**src/rtl/cu_pkg.sv**
```systemverilog
// Shared types for the pipelined ARM control path: opcode, condition, ALU
// encodings, flag bit positions and the control words carried down the pipe.
package cu_pkg;

    localparam int unsigned ALU_OP_W = 3;

    typedef enum logic [1:0] {
        OP_DP  = 2'b00,
        OP_MEM = 2'b01,
        OP_BR  = 2'b10
    } op_e;

    typedef enum logic [3:0] {
        DP_AND = 4'b0000,
        DP_EOR = 4'b0001,
        DP_SUB = 4'b0010,
        DP_ADD = 4'b0100,
        DP_TST = 4'b1000,
        DP_CMP = 4'b1010,
        DP_ORR = 4'b1100,
        DP_MOV = 4'b1101
    } dp_cmd_e;

    typedef enum logic [ALU_OP_W-1:0] {
        ALU_ADD = 3'b000,
        ALU_SUB = 3'b001,
        ALU_AND = 3'b010,
        ALU_ORR = 3'b011,
        ALU_EOR = 3'b100,
        ALU_MOV = 3'b101
    } alu_op_e;

    typedef enum logic [3:0] {
        COND_EQ = 4'b0000,
        COND_NE = 4'b0001,
        COND_CS = 4'b0010,
        COND_CC = 4'b0011,
        COND_MI = 4'b0100,
        COND_PL = 4'b0101,
        COND_VS = 4'b0110,
        COND_VC = 4'b0111,
        COND_HI = 4'b1000,
        COND_LS = 4'b1001,
        COND_GE = 4'b1010,
        COND_LT = 4'b1011,
        COND_GT = 4'b1100,
        COND_LE = 4'b1101,
        COND_AL = 4'b1110,
        COND_NV = 4'b1111
    } cond_e;

    typedef enum int unsigned {
        FLAG_V = 0,
        FLAG_C = 1,
        FLAG_Z = 2,
        FLAG_N = 3
    } flag_idx_e;

    // flag_write[1] enables N/Z, flag_write[0] enables C/V
    typedef struct packed {
        logic       valid;
        logic [3:0] cond;
        alu_op_e    alu_op;
        logic       alu_src;
        logic       reg_write;
        logic       mem_write;
        logic       mem_to_reg;
        logic       pcs;
        logic       branch;
        logic [1:0] flag_write;
    } ctrl_t;

    typedef struct packed {
        logic reg_write;
        logic mem_write;
        logic mem_to_reg;
        logic pcs;
    } mem_ctrl_t;

    typedef struct packed {
        logic reg_write;
        logic mem_to_reg;
        logic pcs;
    } wb_ctrl_t;

    localparam ctrl_t     CTRL_NOP = '0;
    localparam mem_ctrl_t MEM_NOP  = '0;
    localparam wb_ctrl_t  WB_NOP   = '0;

    // Condition-gated view of the Execute control word as it enters Memory
    function automatic mem_ctrl_t gate_to_memory(input ctrl_t c, input logic cond_ex);
        mem_ctrl_t m;
        m.reg_write  = c.reg_write & cond_ex;
        m.mem_write  = c.mem_write & cond_ex;
        m.mem_to_reg = c.mem_to_reg;
        m.pcs        = c.pcs & cond_ex;
        return m;
    endfunction

endpackage

```
**src/rtl/cu_decoder.sv**
```systemverilog
// Combinational main + ALU decoder: Op/Funct/Rd/Cond -> Decode-stage control word.
module cu_decoder
    import cu_pkg::*;
#(
    parameter int unsigned ALU_CTRL_W = 3
) (
    input  logic [3:0] cond_i,
    input  logic [1:0] op_i,
    input  logic [5:0] funct_i,
    input  logic [3:0] rd_i,
    output ctrl_t      ctrl_o,
    output logic [1:0] reg_src_o,
    output logic [1:0] imm_src_o
);

    logic    dp_defined;
    logic    dp_writes;
    logic    dp_arith;
    alu_op_e dp_alu;

    always_comb begin
        dp_defined = 1'b1;
        dp_writes  = 1'b1;
        dp_arith   = 1'b0;
        dp_alu     = ALU_ADD;
        case (funct_i[4:1])
            DP_ADD: begin dp_alu = ALU_ADD; dp_arith = 1'b1; end
            DP_SUB: begin dp_alu = ALU_SUB; dp_arith = 1'b1; end
            DP_AND: dp_alu = ALU_AND;
            DP_ORR: dp_alu = ALU_ORR;
            DP_EOR: begin dp_alu = ALU_EOR; dp_defined = (ALU_CTRL_W > 2); end
            DP_MOV: begin dp_alu = ALU_MOV; dp_defined = (ALU_CTRL_W > 2); end
            DP_CMP: begin dp_alu = ALU_SUB; dp_arith = 1'b1; dp_writes = 1'b0; end
            DP_TST: begin dp_alu = ALU_AND; dp_writes = 1'b0; end
            default: dp_defined = 1'b0;
        endcase
    end

    always_comb begin
        ctrl_o    = CTRL_NOP;
        reg_src_o = 2'b00;
        imm_src_o = 2'b00;
        case (op_i)
            OP_DP: begin
                if (dp_defined) begin
                    ctrl_o.valid     = 1'b1;
                    ctrl_o.cond      = cond_i;
                    ctrl_o.alu_op    = dp_alu;
                    ctrl_o.alu_src   = funct_i[5];
                    ctrl_o.reg_write = dp_writes;
                    // compares have no S-less form, so their flag enables are forced on
                    ctrl_o.flag_write[1] = funct_i[0] | ~dp_writes;
                    ctrl_o.flag_write[0] = dp_arith & (funct_i[0] | ~dp_writes);
                end
            end
            OP_MEM: begin
                ctrl_o.valid   = 1'b1;
                ctrl_o.cond    = cond_i;
                ctrl_o.alu_src = 1'b1;
                ctrl_o.alu_op  = funct_i[3] ? ALU_ADD : ALU_SUB;
                imm_src_o      = 2'b01;
                if (funct_i[0]) begin
                    ctrl_o.reg_write  = 1'b1;
                    ctrl_o.mem_to_reg = 1'b1;
                end else begin
                    ctrl_o.mem_write = 1'b1;
                    reg_src_o        = 2'b10;
                end
            end
            OP_BR: begin
                ctrl_o.valid   = 1'b1;
                ctrl_o.cond    = cond_i;
                ctrl_o.branch  = 1'b1;
                ctrl_o.alu_src = 1'b1;
                ctrl_o.alu_op  = ALU_ADD;
                imm_src_o      = 2'b10;
                reg_src_o      = 2'b01;
            end
            default: ;
        endcase
        ctrl_o.pcs = ((rd_i == 4'd15) & ctrl_o.reg_write) | ctrl_o.branch;
    end

endmodule

```
**src/rtl/pipelined_control_unit.sv**
```systemverilog
// Pipelined ARM control path: Decode -> Execute -> Memory -> Writeback, NZCV flags,
// condition check in Execute. Optional perf counters under CU_PERF_CNT_EN.
module pipelined_control_unit
    import cu_pkg::*;
#(
    parameter int unsigned ALU_CTRL_W = 3,
    parameter int unsigned FLAG_W     = 4,
    parameter int unsigned CNT_W      = 32
) (
    input  logic                  i_CLK,
    input  logic                  i_NRESET,
    input  logic [3:0]            i_Cond,
    input  logic [1:0]            i_Op,
    input  logic [5:0]            i_Funct,
    input  logic [3:0]            i_Rd,
    input  logic [FLAG_W-1:0]     i_ALU_Flags,
    input  logic                  i_Stall_Execute,
    input  logic                  i_Flush_Execute,
    output logic [1:0]            o_Reg_Src_Decode,
    output logic [1:0]            o_Imm_Src_Decode,
    output logic [ALU_CTRL_W-1:0] o_ALU_Control_Execute,
    output logic                  o_ALU_Src_Execute,
    output logic                  o_Mem_To_Reg_Execute,
    output logic                  o_Branch_Taken_Execute,
    output logic                  o_Reg_Write_Memory,
    output logic                  o_Mem_Write_Memory,
    output logic                  o_Reg_Write_Writeback,
    output logic                  o_Mem_To_Reg_Writeback,
    output logic                  o_PC_Src_Writeback,
    output logic                  o_PC_Write_Pending_Fetch,
    output logic [FLAG_W-1:0]     o_Flags
`ifdef CU_PERF_CNT_EN
    ,
    output logic [CNT_W-1:0]      o_Squash_Count,
    output logic [CNT_W-1:0]      o_Branch_Count
`endif
);

    if (ALU_CTRL_W < 2 || FLAG_W != 4 || CNT_W < 1) begin : g_bad_param
        $error("pipelined_control_unit: unsupported parameter combination");
    end

    ctrl_t            ctrl_dec;
    ctrl_t            ctrl_e_q, ctrl_e_d;
    mem_ctrl_t        mem_q, mem_d;
    wb_ctrl_t         wb_q, wb_d;
    logic [FLAG_W-1:0] flags_q, flags_d;
    logic             cond_true;
    logic             cond_ex;
    logic             f_n, f_z, f_c, f_v;

    cu_decoder #(
        .ALU_CTRL_W(ALU_CTRL_W)
    ) u_decoder (
        .cond_i   (i_Cond),
        .op_i     (i_Op),
        .funct_i  (i_Funct),
        .rd_i     (i_Rd),
        .ctrl_o   (ctrl_dec),
        .reg_src_o(o_Reg_Src_Decode),
        .imm_src_o(o_Imm_Src_Decode)
    );

    assign f_n = flags_q[FLAG_N];
    assign f_z = flags_q[FLAG_Z];
    assign f_c = flags_q[FLAG_C];
    assign f_v = flags_q[FLAG_V];

    always_comb begin
        cond_true = 1'b0;
        case (ctrl_e_q.cond)
            COND_EQ: cond_true = f_z;
            COND_NE: cond_true = ~f_z;
            COND_CS: cond_true = f_c;
            COND_CC: cond_true = ~f_c;
            COND_MI: cond_true = f_n;
            COND_PL: cond_true = ~f_n;
            COND_VS: cond_true = f_v;
            COND_VC: cond_true = ~f_v;
            COND_HI: cond_true = f_c & ~f_z;
            COND_LS: cond_true = ~f_c | f_z;
            COND_GE: cond_true = (f_n == f_v);
            COND_LT: cond_true = (f_n != f_v);
            COND_GT: cond_true = ~f_z & (f_n == f_v);
            COND_LE: cond_true = f_z | (f_n != f_v);
            COND_AL: cond_true = 1'b1;
            default: cond_true = 1'b0;
        endcase
    end

    assign cond_ex = cond_true & ctrl_e_q.valid;

    always_comb begin
        if (i_Flush_Execute) begin
            ctrl_e_d = CTRL_NOP;
        end else if (i_Stall_Execute) begin
            ctrl_e_d = ctrl_e_q;
        end else begin
            ctrl_e_d = ctrl_dec;
        end
    end

    // A stalled Execute instruction has not completed, so Memory gets a bubble
    assign mem_d = i_Stall_Execute ? MEM_NOP : gate_to_memory(ctrl_e_q, cond_ex);

    always_comb begin
        wb_d            = WB_NOP;
        wb_d.reg_write  = mem_q.reg_write;
        wb_d.mem_to_reg = mem_q.mem_to_reg;
        wb_d.pcs        = mem_q.pcs;
    end

    always_comb begin
        flags_d = flags_q;
        if (cond_ex && !i_Stall_Execute) begin
            if (ctrl_e_q.flag_write[1]) begin
                flags_d[FLAG_N] = i_ALU_Flags[FLAG_N];
                flags_d[FLAG_Z] = i_ALU_Flags[FLAG_Z];
            end
            if (ctrl_e_q.flag_write[0]) begin
                flags_d[FLAG_C] = i_ALU_Flags[FLAG_C];
                flags_d[FLAG_V] = i_ALU_Flags[FLAG_V];
            end
        end
    end

    always_ff @(posedge i_CLK or negedge i_NRESET) begin
        if (!i_NRESET) begin
            ctrl_e_q <= CTRL_NOP;
            mem_q    <= MEM_NOP;
            wb_q     <= WB_NOP;
            flags_q  <= '0;
        end else begin
            ctrl_e_q <= ctrl_e_d;
            mem_q    <= mem_d;
            wb_q     <= wb_d;
            flags_q  <= flags_d;
        end
    end

`ifdef CU_PERF_CNT_EN
    logic [CNT_W-1:0] squash_q, squash_d;
    logic [CNT_W-1:0] branch_q, branch_d;

    always_comb begin
        squash_d = squash_q;
        branch_d = branch_q;
        if (!i_Stall_Execute) begin
            if (ctrl_e_q.valid && !cond_true) begin
                squash_d = squash_q + CNT_W'(1);
            end
            if (ctrl_e_q.branch && cond_ex) begin
                branch_d = branch_q + CNT_W'(1);
            end
        end
    end

    always_ff @(posedge i_CLK or negedge i_NRESET) begin
        if (!i_NRESET) begin
            squash_q <= '0;
            branch_q <= '0;
        end else begin
            squash_q <= squash_d;
            branch_q <= branch_d;
        end
    end

    assign o_Squash_Count = squash_q;
    assign o_Branch_Count = branch_q;
`endif

    assign o_ALU_Control_Execute    = ALU_CTRL_W'(ctrl_e_q.alu_op);
    assign o_ALU_Src_Execute        = ctrl_e_q.alu_src;
    assign o_Mem_To_Reg_Execute     = ctrl_e_q.mem_to_reg;
    assign o_Branch_Taken_Execute   = ctrl_e_q.branch & cond_ex;
    assign o_Reg_Write_Memory       = mem_q.reg_write;
    assign o_Mem_Write_Memory       = mem_q.mem_write;
    assign o_Reg_Write_Writeback    = wb_q.reg_write;
    assign o_Mem_To_Reg_Writeback   = wb_q.mem_to_reg;
    assign o_PC_Src_Writeback       = wb_q.pcs;
    assign o_PC_Write_Pending_Fetch = ctrl_dec.pcs | ctrl_e_q.pcs | mem_q.pcs;
    assign o_Flags                  = flags_q;

endmodule
```
**config.mk**
```make
export PLATFORM = sky130hd
export DESIGN_NAME = pipelined_control_unit
export DESIGN_NICKNAME = d
export VERILOG_FILES = /design/src/rtl/cu_pkg.sv /design/src/rtl/cu_decoder.sv /design/src/rtl/pipelined_control_unit.sv
export SDC_FILE = /design/constraint.sdc
export NUM_CORES = 1
export LEC_CHECK = 0
export ABC_AREA = 1
export ABC_CLOCK_PERIOD_IN_PS = 1900
export CORE_UTILIZATION = 47
export DETAILED_ROUTE_END_ITERATION = 7
export PLACE_DENSITY = 0.8
export SETUP_SLACK_MARGIN = 0.2
export SKIP_LAST_GASP = 1
export SLEW_MARGIN = 5
export SYNTH_ARGS = -nofsm -noshare
export SYNTH_HDL_FRONTEND = slang
export SYNTH_SLANG_ARGS = --single-unit
export TNS_END_PERCENT = 1
```
**constraint.sdc**
```tcl
create_clock -name i_CLK -period 1.9 [get_ports i_CLK]
set_input_delay 0.38 -clock i_CLK [delete_from_list [all_inputs] [get_ports i_CLK]]
set_output_delay 0.38 -clock i_CLK [all_outputs]
set_load 0.005 [all_outputs]
```
[Word level (Yosys, flattened, before mapping)]
Index checks and enable logic that the tools add are counted.
Word-level totals
  memories: 0
  latch bits: 0
  register bits after elaboration: 27
  word-level logic and storage cells: 98
  output and inout bits: 20
  bits in writable memories: 0
  ROM bits: 0
Operators by class
  divide/modulo/power cells: 0
  reduce and logical (&&, ||, !) cells: 12
  shift-type cells: 0
  bitwise gates (word level): 19
  $mul: 0
  equal/unequal tests: 27
  $add $sub $neg: 0
  muxes and demuxes: 21
  magnitude comparators: 0
Operators with widths (number)
  4-bit == test, second input constant: 12
  16-bit two-way mux: 2
  9-bit one-hot mux with 3 select lines: 1
  4-bit by 3-bit == test with 1-bit output, second input constant: 5
  1-bit one-hot mux with 15 select lines: 1
  3-bit one-hot mux with 5 select lines: 1
  4-bit by 2-bit == test with 1-bit output, second input constant: 3
  10-bit two-way mux: 1
  1-bit AND: 9
  4-bit by 1-bit == test with 1-bit output, second input constant: 2
  4-bit zero test: 2
  2-bit two-way mux: 4
  2-bit one-hot mux with 2 select lines: 2
  8-bit OR reduction: 1
  1-bit two-way mux: 7
  1-bit bitwise OR: 6
  2-bit OR reduction: 3
  4-bit two-way mux: 1
  1-bit NOT: 4
  2-bit AND reduction: 2
  3-bit OR reduction: 1
  2-bit by 1-bit == test with 1-bit output, second input constant: 1
  2-bit == test, second input constant: 1
  2-bit zero test: 1
  other kinds (6): 6

[Longest topological paths before layout]
Gate-level depths: netlist of the first run.
  depth in word-level cells: 9
  gate-level depth with buffers: 12

[Hierarchy]
Synthesis of the first run repeated with hierarchy kept, for this count alone.
Second synthesis, totals
  cells, all modules: 226
  area, all modules: 1636.6 sq um
Modules (own cells, without submodules)
  pipelined_control_unit: area each 1256.2 sq um, cells each 157, times used 1
  cu_decoder: area each 380.4 sq um, cells each 69, times used 1

[Worst setup path before layout of the first run]
OpenSTA, ideal clock, no wires.
  path type: reg2out
  start: register flags_q[0] (netlist: o_Flags[0])
  end: output o_Branch_Taken_Execute
  path buffers: 0
  stages on the path, launching flop included: 12
  arrival: 1.188 ns
  slack: 0.332 ns
  path through: dfrtp_1 > inv_1 > nand2_1 > nand2_1 > nand2_1 > nand2_1 > nand2_1 > nand2_1 > nor2_2 > a21oi_4 > inv_1 > nor2_1
Between the ends
  cells in the longest elaborated chain, start to end: 5
  elaborated cells on any way between the ends: 8
  classes of those cells: eq/ne (2); mux (1); bitwise (5)
Ends and longest elaborated chain
  from (decl): line pipelined_control_unit.sv:47  | logic [FLAG_W-1:0] flags_q, flags_d;
  from (signal assigned): line pipelined_control_unit.sv:137  | flags_q <= flags_d;
  1-bit inequality test / 1-bit == test (equally long branches)
  1-bit bitwise OR / 1-bit AND (equally long branches): line pipelined_control_unit.sv:85, pipelined_control_unit.sv:84
  1-bit one-hot mux with 15 select lines *: line pipelined_control_unit.sv:71  | case (ctrl_e_q.cond)
  1-bit AND *: line pipelined_control_unit.sv:91  | assign cond_ex = cond_true & ctrl_e_q.valid;
  1-bit AND *: line pipelined_control_unit.sv:175  | assign o_Branch_Taken_Execute = ctrl_e_q.branch & cond_ex;
  to (decl): line pipelined_control_unit.sv:24  | output logic o_Branch_Taken_Execute,
Mark *: on every way between the ends. The rest lies on a longest branch, timed or not.

[Worst setup path in the final report of the first run]
  start: register ctrl_e_q[14] (netlist name)
  end: output o_Branch_Taken_Execute
Between the ends
  cells in the longest elaborated chain, start to end: 4
  elaborated cells on any way between the ends: 18
  classes of those cells: eq/ne (14); mux (1); bitwise (2); reduce/logical (1)
Ends and longest elaborated chain
  from (decl): line pipelined_control_unit.sv:44  | ctrl_t ctrl_e_q, ctrl_e_d;
  from (signal assigned): line pipelined_control_unit.sv:134  | ctrl_e_q <= ctrl_e_d;
  4-bit == test (tied with other cells): line pipelined_control_unit.sv:71
  1-bit one-hot mux with 15 select lines *: line pipelined_control_unit.sv:71
  1-bit AND *: line pipelined_control_unit.sv:91
  1-bit AND *: line pipelined_control_unit.sv:175
Marked as above.

==> impl_metrics.csv, run 1 <==
group,metric,value,unit
floorplan,die_h,58.12,um
run_status,violations,"setup timing",
floorplan,core_area,3028,um^2
critical_path,critPathCapture,"o_Branch_Taken_Execute",
logic_synthesis,synth_seq_area_share,45.65,%
clock_network,cts_tree,"done",
clock_network,clock-sinks,27,
detailed_routing,num_vias,1519,
place,hpwl,2807,um
critical_path,cp-end-kind,"primary output",
critical_path,crit_top_cell,"nor2_2",
detailed_routing,avgRoutedWirePerCell,11.39,um
critical_path,cp.depth,10,
timing,fmax,489.2,MHz
floorplan,die_w,58.12,um
floorplan,io_pins,44,
timing,tightest_slew,330.6,ps
critical_path,startpoint,"ctrl_e_q[14]$_DFFE_PN0P_",
floorplan,design.die.area,3378,um^2
critical_path,rr_startpoint,"ctrl_e_q[11]$_DFFE_PN0P_",
critical_path,ff2ff_path_depth,10,
critical_path,path_class,"flip-flop to primary output",
pwr,p_per_area,467.0,nW/um^2
logic_synthesis,synthCells,188,
critical_path,cp_num_buf_inv,4,
global_routing,gr-usage-all-layers,23.23,%
timing,relSlewSlack,77.96,%
timing,layout_setup_ws,-144.0,ps
global_routing,grtUsageMet3,2.009,%
detailed_routing,vias_per_cell,4.884,
detailed_routing,drtAntennaViolNets,0,
timing,skew,8.419,ps
place,place_worst_setup_slack,-743.3,ps
global_routing,globalRoute.busiestLayer,"met2",
detailed_routing,first_pass_iters,4,
timing,rsz0062_at_grt,"yes",
floorplan,num_rows,20,
critical_path,startpoint_type,"flip-flop",
global_routing,grt_pass1_vias,1441,
critical_path,crit_family,"flip-flops",
global_routing,antenna_found_initial,0,
clock_network,clockBufferDepth,2,
critical_path,slowest_delay,460,ps
global_routing,grtUsageMet2,42.04,%
logic_synthesis,synth.distinct_cells,24,
logic_synthesis,syn-num-nets,218,
critical_path,worstPathMaxFanout,4,
detailed_routing,drc,0,
pwr,peakVddDrop,0.3040,mV
global_routing,grt_pass1_wl,5927,um
place,io_buffer_count,43,
logic_synthesis,avgSynthCellArea,7.873,um^2
global_routing,grt-ovfl-total,0,
timing,fin_crit_sh,107.6,%
clock_network,htree_levels,1,
timing,maxSlewViolCount,0,
place,place_area,2170,um^2
global_routing,use_met1,27.50,%
detailed_routing,drtIter0Drc,73,
timing,finalSetupViolations,5,
logic_synthesis,synth.area.top_cells,"dfrtp_1 46%, nand2_1 11%, inv_1 7.4%",
clock_network,holdBufCountCts,0,
layout,finalInstanceArea,2298,um^2
run_status,status,"complete, but fails checks",
logic_synthesis,yosys_warnings,0,
logic_synthesis,yosys.area.top_type_share,45.65,%
global_routing,grt_max_degree,28,
critical_path,worstReg2RegEnd,"mem_q[0]$_DFF_PN0_",
place,place.gp.congestion,0.8966,
clock_network,clk_latency,320,ps
critical_path,crit_arrival,1660,ps
critical_path,cpMaxStageDelayCell,"dfrtp_2",
floorplan,initial_core_util,48.88,%
clock_network,cts_made_buffers,3,
pwr,p_leak,1.123,nW
timing,min_period,2044,ps
logic_synthesis,yosysTopAreaCell,"dfrtp_1",
detailed_routing,wl,3542,um
layout,nets,298,
layout,n_antenna_cell,0,
layout,area_growth,55.28,%
clock_network,path_clk_slew,140,ps
critical_path,rrSetupSlack,380,ps
min_path,min_path_type,"flip-flop to flip-flop",
logic_synthesis,ys_ff_latch,27,
flow_run,max_cap_violations,0,
layout,drive_above_1_share,30.71,%
clock_network,root_buffer,"clkbuf_4",
timing,finalHoldViolCount,0,
critical_path,cp_cell_sequence,"inv_2 -> buf_4 -> nor2_2 -> nand3_1 -> nand2_1 -> nor2_2 -> a21oi_4 -> inv_2 -> nor2_2 -> buf_2",
critical_path,cp.required,1520,ps
logic_synthesis,netlist_area,1480,um^2
placed cells by master (no fill, tap or decap):
master           count
nand3_1             21
buf_2                1
clkinv_2             1
a21oi_4              1
ha_4                 1
clkdlybuf4s50_1     34
dlygate4sd2_1        8
o22ai_1              4
a22oi_1              1
buf_4               37
o21ai_0             10
or2_2                1
o31ai_1              1
inv_1               19
ha_1                 4
nand4_1              6
nand2_2              6
o21ai_2              2
a21oi_2              3
dfrtp_2              4
nor2_4               3
ha_2                 1
nor2_1              10
o21bai_1             1
nor2_2               6
inv_4                2
o2111ai_1            1
nand2_1             40
clkbuf_4             3
nor3_2               1
nand3b_1             1
dfrtp_1             23
a21oi_1              1
inv_2                9
layout make-up:
| class | instances | area, um^2 |
|---|---|---|
| clock buffers | 3 | 22.52 |
| clock inverters | 1 | 5.005 |
| fillers | 221 | 729.5 |
| inverters | 30 | 117.6 |
| multi-input cells | 126 | 724.4 |
| flip-flops and latches | 27 | 680.7 |
| well taps | 44 | 55.05 |
| repair buffers | 80 | 693.2 |
worst register-to-register path, delay by kind of cell, from the launching register on:
kind	cells	cell delay, ps
AND/OR/NAND/NOR	7	600
flip-flops	1	470
AO/OA/AOI/OAI	1	70
buffers and inverters	2	300
cell usage after synthesis:
cell	n
a21oi_1	4
a21oi_4	1
a22oi_1	1
buf_4	4
clkbuf_8	1
dfrtp_1	27
ha_1	6
inv_1	29
inv_2	1
nand2_1	44
nand2_2	2
nand3_1	21
nand3b_1	1
nand4_1	6
nor2_1	17
nor2_2	1
nor2_4	1
nor3_1	1
o2111ai_1	1
o21ai_0	12
o21bai_1	1
o22ai_1	4
o31ai_1	1
or2_2	1
per-layer routing:
metal / routed length, um / share of wire [%] / vias to the layer above
li1: - / - / 765
met1: 1520 / 43 / 709
met2: 1867 / 53 / 39
met3: 88 / 2.5 / 6
met4: 65 / 1.8 / 0
met5: 0 / 0 / -
logic make-up after synthesis:
kind of cell,after synthesis,synth area share (%)
buf+inv,35,10.57
simple gates,95,28.40
flops,27,45.65
compound gates,25,10.31
fa+ha+maj,6,5.072
where the power goes:
part           internal (mW)  switching (mW)
registers              0.587          0.0117
logic                  0.122           0.107
clock network         0.0790           0.166
per-stage QoR:
stage | hold WS, ps | util [%] | TNS [ps] | total power [mW] | instances
6_report | 388.3 | 75.91 | -421.5 | 1.073 | 311
2_1_floorplan | 84.41 | - | 0 | 0.6828 | 188
3_5_place_dp | 353.7 | 71.65 | -3022 | 0.8203 | 303
5_1_grt | 398.6 | 75.91 | -827.7 | 1.127 | 311
4_1_cts | 385.7 | 74.55 | -541.7 | 1.073 | 309
3_3_place_gp | 349.5 | 71.65 | -2524 | 0.8152 | 303
timing repair:
| action | CTS | global route |
|---|---|---|
| pin swaps | 8 | 4 |
| gates resized for setup | 38 | 14 |
| buffers inserted | 2 | 2 |
| setup endpoints to repair | 10 | 10 |
sequential cells by signal, indices dropped and copies added (netlist names), 2 cells and up:
name                   flops
ctrl_e_q                  11
o_Flags                    4
o_ALU_Control_Execute      3
mem_q                      2
worst min path at each step:
stage,from,endpoint,cells past startpoint
after floorplan,i_NRESET,ctrl_e_q[0]$_DFFE_PN0P_,0
after global placement,mem_q[1]$_DFF_PN0_,o_Mem_To_Reg_Writeback$_DFF_PN0_,0
after detailed placement,mem_q[1]$_DFF_PN0_,o_Mem_To_Reg_Writeback$_DFF_PN0_,0
after CTS,mem_q[1]$_DFF_PN0_,o_Mem_To_Reg_Writeback$_DFF_PN0_,0
after global routing,mem_q[1]$_DFF_PN0_,o_Mem_To_Reg_Writeback$_DFF_PN0_,0
final,mem_q[1]$_DFF_PN0_,o_Mem_To_Reg_Writeback$_DFF_PN0_,0
No activity file was read; power rests on OpenSTA's default activity.
==> run 2, diff against run 1 <==
ABC_AREA = default   (was 1)
CORE_UTILIZATION = 46   (was 47)
PLACE_DENSITY = 0.79   (was 0.8)
==> run 2 against run 1 <==
  * The flow still finishes with violations (setup timing)
  * Utilization is 0.54 points higher
  * Via count fell by 8.1%
  * Total power increased by 2.7%
  * Register-to-register slack worse by 680 ps
  * Global-route usage rose by 0.75 points
  * Flip-flop and latch count unchanged
  * Maximum frequency fell by 11%
  * First-iteration DRC count fell by 75%
  * Die area grew 0.67%
  * Worst setup slack worse by 240 ps
  * Sequential power barely moved
  * Largest power group unchanged
==> impl_metrics.csv, run 2 <==
group,metric,value,unit
run_status,status,"complete, but fails checks",
run_status,violations,"setup timing",
timing,finalHoldViolCount,0,
timing,skew,2.459,ps
critical_path,rr_startpoint,"o_Flags[2]$_DFFE_PN0P_",
global_routing,gr-usage-all-layers,23.98,%
logic_synthesis,synth.distinct_cells,37,
critical_path,startpoint_type,"flip-flop",
place,io_buffer_count,43,
clock_network,cts_made_buffers,3,
logic_synthesis,syn-num-nets,171,
layout,drive_above_1_share,35.27,%
detailed_routing,num_vias,1396,
global_routing,grt_pass1_wl,6203,um
detailed_routing,vias_per_cell,5.209,
critical_path,rrSetupSlack,-300,ps
critical_path,cpMaxStageDelayCell,"dfrtp_2",
detailed_routing,first_pass_iters,4,
flow_run,max_cap_violations,0,
detailed_routing,routed-wl-met3,139,um
critical_path,cp_cell_sequence,"xnor2_1 -> mux2_4 -> o22ai_2 -> a32oi_2 -> xnor2_2 -> nor3b_2 -> buf_2",
logic_synthesis,netlist_area,1459,um^2
floorplan,num_rows,20,
layout,layout_common_cells,"44 x buf_4, 35 x clkdlybuf4s50_1, 24 x dfrtp_1",
critical_path,slowest_delay,470,ps
timing,maxSlewViolCount,0,
floorplan,die_h,58.32,um
timing,relSlewSlack,76.77,%
critical_path,cp_num_buf_inv,1,
min_path,min_to,"o_Mem_To_Reg_Writeback$_DFF_PN0_",
timing,fin_crit_sh,120.3,%
layout,regMostFlops,"ctrl_e_q",
logic_synthesis,synth_edf_count,0,
clock_network,clock-sinks,27,
logic_synthesis,yosys_warnings,0,
layout,stdcell_count,268,
logic_synthesis,yosysMostFrequentCell,"dfrtp_1",
pwr,power,1.103,mW
place,dp_cells,256,
min_path,min_path_type,"flip-flop to flip-flop",
min_path,min_path_cells,0,
floorplan,io_pins,44,
timing,setup-tns-final,-2118,ps
logic_synthesis,synthTopCellsByCount,"27 x dfrtp_1, 14 x nor2_1, 12 x nand2_1",
floorplan,design.die.area,3401,um^2
logic_synthesis,synth.area.top_cells,"dfrtp_1 46%, mux2_4 6.2%, ha_1 5.1%",
timing,tightest_slew,348.4,ps
global_routing,grt_max_degree,28,
detailed_routing,drtIter0Drc,18,
logic_synthesis,synthCells,141,
clock_network,root_buffer,"clkbuf_4",
detailed_routing,drc,0,
global_routing,antenna_found_initial,0,
logic_synthesis,avgSynthCellArea,10.35,um^2
critical_path,path_class,"flip-flop to primary output",
logic_synthesis,ys.flop_type,"dfrtp_1",
critical_path,cp-end-kind,"primary output",
floorplan,initial_core_util,48.18,%
floorplan,die_w,58.32,um
clock_network,path_clk_slew,140,ps
logic_synthesis,synth_seq_area_share,46.31,%
layout,nets,255,
critical_path,crit_arrival,1910,ps
timing,layout_setup_ws,-386.3,ps
min_path,min_from,"mem_q[1]$_DFF_PN0_",
logic_synthesis,yosysTopAreaCell,"dfrtp_1",
clock_network,htree_levels,1,
layout,largest_reg_flops,11,
timing,min_period,2286,ps
critical_path,ff2ff_path_depth,9,
pwr,p_leak,1.075,nW
layout,area_growth,58.66,%
global_routing,grt-ovfl-total,0,
global_routing,grt_pass1_vias,1438,
logic_synthesis,synthArstFlopShare,100.0,%
logic_synthesis,yosys.area.top_type_share,46.31,%
clock_network,holdBufCountCts,0,
clock_network,clk_latency,330,ps
detailed_routing,dr_wl_met2,2104,um
timing,holdWs,374.2,ps
critical_path,cp.required,1520,ps
detailed_routing,drtAntennaViolNets,0,
logic_synthesis,ys_ff_latch,27,
timing,fmax,437.4,MHz
clock_network,clockBufferDepth,2,
place,place_worst_setup_slack,-1085,ps
layout,n_antenna_cell,0,
timing,finalSetupViolations,7,
layout,final_common_cell,"buf_4",
place,hpwl,2960,um
critical_path,worstReg2RegEnd,"o_Flags[2]$_DFFE_PN0P_",
floorplan,core_area,3028,um^2
timing,rsz0062_at_grt,"yes",
place,place.gp.congestion,0.9071,
detailed_routing,avgRoutedWirePerCell,14.41,um
detailed_routing,met1_length,1541,um
critical_path,crit_family,"flip-flops",
pwr,p_per_area,476.3,nW/um^2
detailed_routing,wl,3863,um
detailed_routing,top_layer,"met4",
critical_path,worstPathMaxFanout,4,
clock_network,cts_tree,"done",
pwr,peakVddDrop,0.2653,mV
run 2: cell count changes after synthesis, moves of 4 or more:
cell | before | now
a22o_1 | 0 | 4
nand2_1 | 44 | 12
o22ai_1 | 4 | 0
o21ai_0 | 12 | 4
inv_1 | 29 | 5
clkbuf_1 | 0 | 4
nand4_1 | 6 | 2
nand3_1 | 21 | 5
a21oi_1 | 4 | 9
nor2b_1 | 0 | 4
mux2_4 | 0 | 6
run 2: stage by stage:
stage / area, um^2 / util (%)
after detailed placement: 2175 / 71.82
after CTS: 2288 / 75.58
after floorplan: 1468 / -
after global placement: 2175 / 71.82
after global routing: 2315 / 76.45
final: 2315 / 76.45
run 2: kinds of logic after synthesis:
group | Yosys count | share of synthesized area [%]
AND/OR/NAND/NOR | 55 | 20.07
AO/OA/AOI/OAI | 27 | 13.29
flip-flops | 27 | 46.31
buffers and inverters | 14 | 4.889
multiplexers | 10 | 9.091
adder cells (fa/ha/maj) | 6 | 5.146
XOR/XNOR | 2 | 1.201
run 2: worst register-to-register path: stages (launching register included):
cell and delay, ps:
dfrtp_1 430, buf_4 150, nor3_2 160, nand3_1 110, a32oi_2 280, buf_4 150
buf_4 90, buf_4 110, mux2_4 320, mux2_4 300
run 2: power by group:
| group | leakage (nW) | total (mW) | internal, mW | switching (mW) |
|---|---|---|---|---|
| Combinational | 0.692 | 0.253 | 0.146 | 0.108 |
| Clock | 0.0150 | 0.251 | 0.0824 | 0.168 |
| Sequential | 0.368 | 0.599 | 0.588 | 0.0109 |
run 2: layer usage:
metal | GRT usage, % | vias to the layer above
met1 | 26.69 | 685
met2 | 45.81 | 38
met3 | 2.857 | 9
met4 | 10.20 | 0
met5 | 0 | -
li1 | - | 664
run 2: worst max-delay path by stage:
stage / start / cells after the start / slack (ps) / endpoint
after floorplan: ctrl_e_q[13]$_DFFE_PN0P_ / 6 / 40 / o_Flags[0]$_DFFE_PN0P_
after global placement: i_Funct[3] / 8 / -920 / o_PC_Write_Pending_Fetch
after detailed placement: i_Funct[3] / 8 / -1080 / o_PC_Write_Pending_Fetch
after CTS: o_Flags[0]$_DFFE_PN0P_ / 7 / -380 / o_Branch_Taken_Execute
after global routing: o_Flags[2]$_DFFE_PN0P_ / 7 / -490 / o_Branch_Taken_Execute
final: o_Flags[3]$_DFFE_PN0P_ / 7 / -390 / o_Branch_Taken_Execute
run 2: final cells by class:
cell class / count / area (um^2)
inverter: 5 / 18.77
fill: 217 / 713.2
tap: 44 / 55.05
timing repair buffer: 88 / 748.2
multi-input combinational: 100 / 787.0
clock buffer: 4 / 26.28
sequential: 27 / 679.4
run 2: timing repair:
item | 4_1_cts | 5_1_grt
resized for setup | 37 | 4
pin swaps | 11 | 6
setup endpoints to repair | 22 | 16
buffers inserted | 6 | 2
endpoints found under the hold margin | 0 | 0
==> run 3, diff against run 2 <==
ABC_CLOCK_PERIOD_IN_PS = 2700   (was 1900)
CORE_UTILIZATION = 50   (was 46)
PLACE_DENSITY = 0.84   (was 0.79)
clock period = 2.7 ns   (was 1.9 ns; I/O delays follow)
==> run 3 against run 2 <==
  * The run now ends clean
  * Utilization rose by 1.8 points
  * Sequential share of layout area grew 2.0 points
  * Cell count decreased by 11%
  * Largest power group unchanged
==> impl_metrics.csv, run 3 (synthesized netlist as in run 2, its figures left out) <==
group,metric,value,unit
timing,min_period,2448,ps
layout,layout_common_cells,"35 x clkdlybuf4s50_1, 28 x buf_4, 26 x dfrtp_1",
timing,fin_crit_sh,90.66,%
place,place_area,2048,um^2
detailed_routing,avgRoutedWirePerCell,15.00,um
timing,tightest_slew,583.8,ps
detailed_routing,wl,3585,um
critical_path,rr_startpoint,"o_Flags[3]$_DFFE_PN0P_",
floorplan,die_h,56.02,um
clock_network,clk_latency,330,ps
clock_network,clockBufferDepth,2,
critical_path,critPathCapture,"o_PC_Write_Pending_Fetch",
global_routing,grt_max_degree,28,
min_path,min_from,"mem_q[1]$_DFF_PN0_",
critical_path,rrSetupSlack,710,ps
global_routing,antenna_found_initial,0,
layout,drive_above_1_share,28.85,%
detailed_routing,num_vias,1308,
layout,largest_reg_flops,11,
place,place_worst_setup_slack,-573.7,ps
min_path,min_path_cells,0,
critical_path,worstReg2RegEnd,"o_Flags[2]$_DFFE_PN0P_",
clock_network,htree_levels,1,
layout,finalInstanceArea,2157,um^2
pwr,p_leak,0.9849,nW
timing,layout_setup_ws,252.2,ps
min_path,min_path_type,"flip-flop to flip-flop",
timing,rsz0062_at_grt,"yes",
clock_network,cts_tree,"done",
detailed_routing,vias_per_cell,5.473,
critical_path,crit_arrival,1910,ps
place,place.gp.congestion,0.9367,
critical_path,startpoint_type,"primary input",
floorplan,design.die.area,3138,um^2
run_status,status,"completed",
clock_network,path_clk_slew,140,ps
layout,area_growth,47.86,%
floorplan,die_w,56.02,um
critical_path,startpoint,"i_Op[1]",
detailed_routing,drtAntennaViolNets,0,
layout,final_common_cell,"clkdlybuf4s50_1",
pwr,p_per_area,350.4,nW/um^2
critical_path,cp.required,2160,ps
layout,nets,239,
layout,regMostFlops,"ctrl_e_q",
timing,finalSetupViolations,0,
floorplan,io_pins,44,
clock_network,root_buffer,"clkbuf_4",
flow_run,max_cap_violations,0,
clock_network,clock-sinks,27,
pwr,power,0.7558,mW
detailed_routing,first_pass_iters,4,
global_routing,grt_pass1_vias,1316,
detailed_routing,drtIter0Drc,44,
place,io_buffer_count,43,
global_routing,grt-ovfl-total,0,
timing,relSlewSlack,61.00,%
global_routing,grt_pass1_wl,6009,um
timing,setup-tns-final,0,ps
critical_path,worstPathMaxFanout,3,
detailed_routing,drc,0,
critical_path,cp-end-kind,"primary output",
critical_path,path_class,"primary input to primary output",
floorplan,core_area,2758,um^2
timing,skew,0.8226,ps
timing,maxSlewViolCount,0,
critical_path,ff2ff_path_depth,7,
floorplan,initial_core_util,52.90,%
global_routing,gr-usage-all-layers,24.81,%
place,hpwl,2551,um
layout,n_antenna_cell,0,
timing,finalHoldViolCount,0,
pwr,peakVddDrop,0.3672,mV
timing,fmax,408.5,MHz
floorplan,num_rows,19,
clock_network,cts_made_buffers,3,
run 3: how the worst min path moves through the flow:
stage / end
6_report: o_Mem_To_Reg_Writeback$_DFF_PN0_
5_1_grt: o_Mem_To_Reg_Writeback$_DFF_PN0_
4_1_cts: o_Mem_To_Reg_Writeback$_DFF_PN0_
3_5_place_dp: o_Mem_To_Reg_Writeback$_DFF_PN0_
3_3_place_gp: o_Mem_To_Reg_Writeback$_DFF_PN0_
2_1_floorplan: ctrl_e_q[0]$_DFFE_PN0P_
run 3: per-stage QoR:
| stage | instances | hold WS, ps | utilization [%] |
|---|---|---|---|
| final | 239 | 382.5 | 78.22 |
| after global routing | 239 | 397.4 | 78.22 |
| after CTS | 239 | 389.1 | 77.68 |
| after detailed placement | 229 | 357.7 | 74.27 |
| after global placement | 229 | 332.6 | 74.27 |
| after floorplan | 141 | 244.4 | - |
run 3: what timing repair did:
action | 4_1_cts | 5_1_grt
setup buffers | 6 | 0
pin swaps | 8 | 1
hold buffers | 0 | 0
setup endpoints to repair | 3 | 2
gates resized for setup | 30 | 8
run 3: where the power goes:
group | internal (mW) | switching, mW | leakage [nW] | total [mW]
sequential | 0.414 | 0.00779 | 0.371 | 0.422
combinational | 0.0890 | 0.0705 | 0.599 | 0.160
clock | 0.0580 | 0.117 | 0.0150 | 0.175
total | 0.561 | 0.195 | 0.985 | 0.756
run 3: layer usage:
layer	vias to the layer above	GRT usage [%]	routed length, um
met5	-	0	0
met4	0	11.50	75
met2	40	43.54	1906
li1	630	-	-
met1	631	29.82	1482
met3	7	3.721	121
run 3: worst max-delay path, cell delays in order:
cell	delay, ps
dlygate4sd2_1	230
inv_2	70
ha_2	180
o21a_1	130
a21boi_2	160
nor2_1	60
or4_1	390
buf_2	140
run 3: final cells by class:
cell class / instances / area, um^2
multi-input cells: 100 / 768.2
repair buffers: 72 / 628.1
fillers: 183 / 600.6
inverters: 5 / 18.77
well taps: 31 / 38.79
flip-flops and latches: 27 / 676.9
clock buffers: 4 / 26.28
